**src/rtl/mem_stage.sv**
```systemverilog
// mem_stage: memory-access stage between EX and WB.
// Ports: EX bundle in, stall/load-hazard out, RAM ready handshake, registered WB bundle out.
module mem_stage (
    input  logic        clk,
    input  logic        rst,
    input  logic        mem_read_flag,
    input  logic        mem_write_flag,
    input  logic        mem_sign_ext_flag,
    input  logic [3:0]  mem_sel,
    input  logic [31:0] mem_write_data,
    input  logic [31:0] result,
    input  logic        reg_write_en,
    input  logic [4:0]  reg_write_addr,
    input  logic [31:0] current_pc_addr,
    output logic        stall_req,
    output logic        mem_load_flag,
    output logic        ram_en,
    output logic [3:0]  ram_write_en,
    output logic [31:0] ram_addr,
    output logic [31:0] ram_write_data,
    input  logic        ram_ready,
    input  logic [31:0] ram_read_data,
    output logic [31:0] wb_result,
    output logic        wb_reg_write_en,
    output logic [4:0]  wb_reg_write_addr,
    output logic [31:0] wb_current_pc_addr
);

    typedef enum logic {IDLE, BUSY} state_t;

    state_t      state;
    logic [31:0] req_addr;
    logic [3:0]  req_sel;
    logic        req_sign;
    logic        req_read;
    logic        req_write;
    logic [31:0] req_data;
    logic [4:0]  req_waddr;
    logic [31:0] req_pc;

    logic        mem_op;
    logic        busy;
    logic [31:0] load_data;

    function automatic logic [31:0] replicate(input logic [31:0] d,
                                              input logic [3:0]  s);
        case (s)
            4'b0001, 4'b0010,
            4'b0100, 4'b1000: replicate = {4{d[7:0]}};
            4'b0011, 4'b1100: replicate = {2{d[15:0]}};
            default:          replicate = d;
        endcase
    endfunction

    function automatic logic [31:0] extract(input logic [31:0] w,
                                            input logic [3:0]  s,
                                            input logic        sx);
        logic [7:0]  b;
        logic [15:0] h;
        b = w[7:0];
        h = w[15:0];
        case (s)
            4'b0001: extract = {{24{sx & w[7]}},  w[7:0]};
            4'b0010: begin b = w[15:8];  extract = {{24{sx & b[7]}}, b}; end
            4'b0100: begin b = w[23:16]; extract = {{24{sx & b[7]}}, b}; end
            4'b1000: begin b = w[31:24]; extract = {{24{sx & b[7]}}, b}; end
            4'b0011: extract = {{16{sx & h[15]}}, h};
            4'b1100: begin h = w[31:16]; extract = {{16{sx & h[15]}}, h}; end
            default: extract = w;
        endcase
    endfunction

    assign mem_op    = mem_read_flag | mem_write_flag;
    assign busy      = (state == BUSY);
    assign load_data = extract(ram_read_data, req_sel, req_sign);

    // Gated with rst so the outputs read 0 while reset is held even if
    // upstream still presents a memory op.
    assign stall_req     = rst & ((!busy & mem_op) | (busy & !ram_ready));
    assign mem_load_flag = rst & ((!busy & mem_read_flag) | (busy & req_read));

    // RAM side is driven only from request registers: stable across waits.
    assign ram_en         = busy;
    assign ram_write_en   = (busy & req_write) ? req_sel : 4'b0000;
    assign ram_addr       = {req_addr[31:2], 2'b00};
    assign ram_write_data = req_data;

    always_ff @(posedge clk or negedge rst) begin
        if (!rst) begin
            state              <= IDLE;
            req_addr           <= '0;
            req_sel            <= '0;
            req_sign           <= 1'b0;
            req_read           <= 1'b0;
            req_write          <= 1'b0;
            req_data           <= '0;
            req_waddr          <= '0;
            req_pc             <= '0;
            wb_result          <= '0;
            wb_reg_write_en    <= 1'b0;
            wb_reg_write_addr  <= '0;
            wb_current_pc_addr <= '0;
        end else begin
            case (state)
                IDLE: begin
                    if (mem_op) begin
                        state           <= BUSY;
                        req_addr        <= result;
                        req_sel         <= mem_sel;
                        req_sign        <= mem_sign_ext_flag;
                        // read+write together behaves as a store
                        req_write       <= mem_write_flag;
                        req_read        <= mem_read_flag & !mem_write_flag;
                        req_data        <= replicate(mem_write_data, mem_sel);
                        req_waddr       <= reg_write_addr;
                        req_pc          <= current_pc_addr;
                        wb_reg_write_en <= 1'b0;
                    end else begin
                        wb_result          <= result;
                        wb_reg_write_en    <= reg_write_en;
                        wb_reg_write_addr  <= reg_write_addr;
                        wb_current_pc_addr <= current_pc_addr;
                    end
                end
                BUSY: begin
                    if (ram_ready) begin
                        state              <= IDLE;
                        wb_result          <= req_read ? load_data : req_addr;
                        wb_reg_write_en    <= req_read;
                        wb_reg_write_addr  <= req_waddr;
                        wb_current_pc_addr <= req_pc;
                    end else begin
                        wb_reg_write_en <= 1'b0;
                    end
                end
                default: state <= IDLE;
            endcase
        end
    end

endmodule
```
**config.mk**
```make
export PLATFORM = sky130hd
export DESIGN_NAME = mem_stage
export DESIGN_NICKNAME = d
export VERILOG_FILES = /design/src/rtl/mem_stage.sv
export SDC_FILE = /design/constraint.sdc
export NUM_CORES = 1
export LEC_CHECK = 0
export CAP_MARGIN = 20
export CORE_ASPECT_RATIO = 1.4
export CORE_MARGIN = 8
export CORE_UTILIZATION = 51
export DETAILED_ROUTE_END_ITERATION = 6
export PLACE_DENSITY = 0.86
export SLEW_MARGIN = 20
export SYNTH_ARGS = -nofsm -noshare
export SYNTH_HDL_FRONTEND = slang
export SYNTH_SLANG_ARGS = --single-unit
```
**constraint.sdc**
```tcl
create_clock -name clk -period 3.2 [get_ports clk]
set_clock_uncertainty 0.2 [all_clocks]
set_input_delay 0.8 -clock clk [delete_from_list [all_inputs] [get_ports clk]]
set_output_delay 0.8 -clock clk [all_outputs]
set_load 0.01 [all_outputs]
```
==> flow_summary.yaml <==
finish:
  fin_cells: 1336
  synthToLayoutAreaGrowth_pct: 38.0
  drive_gt1_frac: 0.163
  layout_commonest_cell: "clkdlybuf4s50_1"
  stdcell_area_um2: 12800
  most-common-layout-cells: "clkdlybuf4s50_1, dfrtp_1, mux2_2"
  nNetsFinal: 1223
detailed_routing:
  routedWlPerCell_um: 21.6
  vias: 7814
  wl_mm: 28.8
  drtAntennaViolNets: 0
  drt-vias-per-instance: 5.85
  drt_iter0_drc: 639
  firstDrtPassIters: 6
  drc: 0
timing:
  worst_pin_slew_ps: 1040
  fmaxAchievable_ghz: 0.330
  hold_violations: 0
  rsz0062_at_grt: "false"
  finalCritPeriodShare: 0.947
  drv_slew: 0
  fin_crit_ps: 3030
  slew-limit-headroom: 0.302
  setup_violations: 0
  hold_slack_ps: 249
  setup_ws_ps: 171
placed_design:
  dp_cells: 1300
  dpl.hpwl_mm: 21.1
  post_dp_cell_area_um2: 12200
  gp_congestion: 0.862
  port_buffers: 282
  pre_cts_slack_ps: -177
floorplan:
  rows: 58
  dieArea_um2: 22800
  initial_core_util: 0.517
  die_w_um: 130
  core_area_um2: 17900
  die_y_um: 176
  ios: 285
logic_synthesis:
  synthArstFlopShare: 1.00
  syn_area_per_cell_um2: 11.0
  synth-seq-area-share: 0.483
  ys.flop_type: "dfrtp_1"
  synth-edff-count: 0
  synth_top_area_share: 0.483
  synth_area_leaders: "dfrtp_1, mux2_2, mux2i_1"
  ys_seq_elements: 179
  synth-warning-count: 0
  syn_area_um2: 9280
  synth_top_area_cell: "dfrtp_1"
  synth_cell_type_count: 58
  synthCells: 845
grt:
  grt_max_degree: 84
  grt_pass1_vias: 8449
  grt.total_usage: 0.255
  grt.overflow.total: 0
  grt_first_pass_wirelength_mm: 45.3
  antenna_found_initial: 5
setup_path:
  cp-endpoint: "stall_req"
  cp.arrival_ps: 2030
  timing.rr.start: "ram_en"
  required_ps: 2200
  r2r-end: "wb_result[17]"
  crit_start: "mem_write_flag"
  crit_type: "in2out"
  cp-start-kind: "input pin"
  r2r_cells: 6
  critPathCaptureType: "output pin"
  worstPathMaxFanout: 2
  reg2reg_slack_ps: 750
power:
  p_per_area_nw_per_um2: 677
  p_total_mw: 8.66
  p_leak_nw: 5.31
  peakVddDrop_mv: 0.472
clock_network:
  cts_max_path_buffers: 2
  cts_tree: "done"
  insertion_delay_ps: 410
  cts-buffers-inserted: 17
  hold_buffers: 0
  path_clk_slew_ps: 70
  clock_sinks: 179
  h-tree-depth: 4
  root_buffer: "clkbuf_16"
job:
  drv_cap: 0
min_path:
  hp-class: "in2async"
status:
  status: "finished clean"
cells by family after synthesis:
group | Yosys count | share of synthesized area
AOI/OAI and AO/OA | 239 | 0.179
other | 1 | 0.000404
buffers and inverters | 104 | 0.0621
muxes | 159 | 0.183
xor gates and xnor gates | 4 | 0.00378
DFF | 179 | 0.483
and+or+nand+nor | 159 | 0.0892
routing by layer:
layer | vias to the layer above | part of all wire | track usage
met2 | 335 | 0.51 | 0.429
met3 | 83 | 0.074 | 0.0710
met1 | 3816 | 0.36 | 0.277
li1 | 3578 | - | -
met4 | 2 | 0.057 | 0.161
met5 | - | 0.00028 | 0
sequential cells by signal (all words and copies together), names as in the netlist, 4 cells and up:
name and cells:
req_addr 32, wb_result 32, wb_reg_write_addr 5, wb_current_pc_addr 32
ram_write_data 32, req_waddr 5, req_pc 32, req_sel 4
timing repair:
action / CTS / global route
endpoints found under the hold margin: 0 / 0
setup buffers: 0 / 0
endpoints found under the setup margin: 2 / 0
resized for setup: 2 / 0
power breakdown:
group | internal, mW | leakage [nW] | switching [mW] | total [mW]
registers | 2.87 | 2.15 | 0.411 | 3.28
logic | 1.72 | 2.86 | 1.48 | 3.19
clock network | 1.22 | 0.307 | 0.972 | 2.19
worst max-delay path, cell delays in order:
cell	delay, ps
clkdlybuf4s50_1	460
o31ai_4	240
inv_2	60
and2_1	180
dlygate4sd2_1	290
cells in the mapped netlist, drive strengths merged (3+ instances only):
cell / n
and3: 5
o22a: 15
o211ai: 9
inv: 3
a222oi: 8
mux2i: 77
a221oi: 7
nor2: 14
mux2: 82
a22o: 9
o21ai: 76
buf: 61
nor2b: 19
a21boi: 10
or3b: 9
or2: 8
dfrtp: 179
clkbuf: 38
o221ai: 15
a21oi: 34
a2bb2oi: 7
a32oi: 7
nor4b: 3
a311oi: 16
nand3: 10
nand2: 80
a211oi: 17
stage by stage:
step,setup TNS (ps),utilization
floorplan,0,-
global placement,-227,0.678
detailed placement,-251,0.678
CTS,0,0.713
global route,0,0.714
finish,0,0.714
final cells by class:
class	count	area (um2)
Fill cell	1341	5120
Sequential cell	179	4480
Multi-Input combinational cell	563	4270
Timing Repair Buffer	313	3100
Clock buffer	18	439
Tap cell	240	300
Clock inverter	14	188
Inverter	5	18.8
Antenna cell	4	10.0
worst min-delay path by stage:
stage,from,to,slack [ps],depth (start not counted)
global route,rst,req_sel[2],260,2
detailed placement,wb_reg_write_addr[3],wb_reg_write_addr[3],270,2
CTS,rst,ram_write_data[18],250,2
finish,rst,ram_write_data[18],250,2
floorplan,req_pc[15],req_pc[15],280,1
global placement,wb_current_pc_addr[17],wb_current_pc_addr[17],260,2
(Power assumes the default switching activity.)
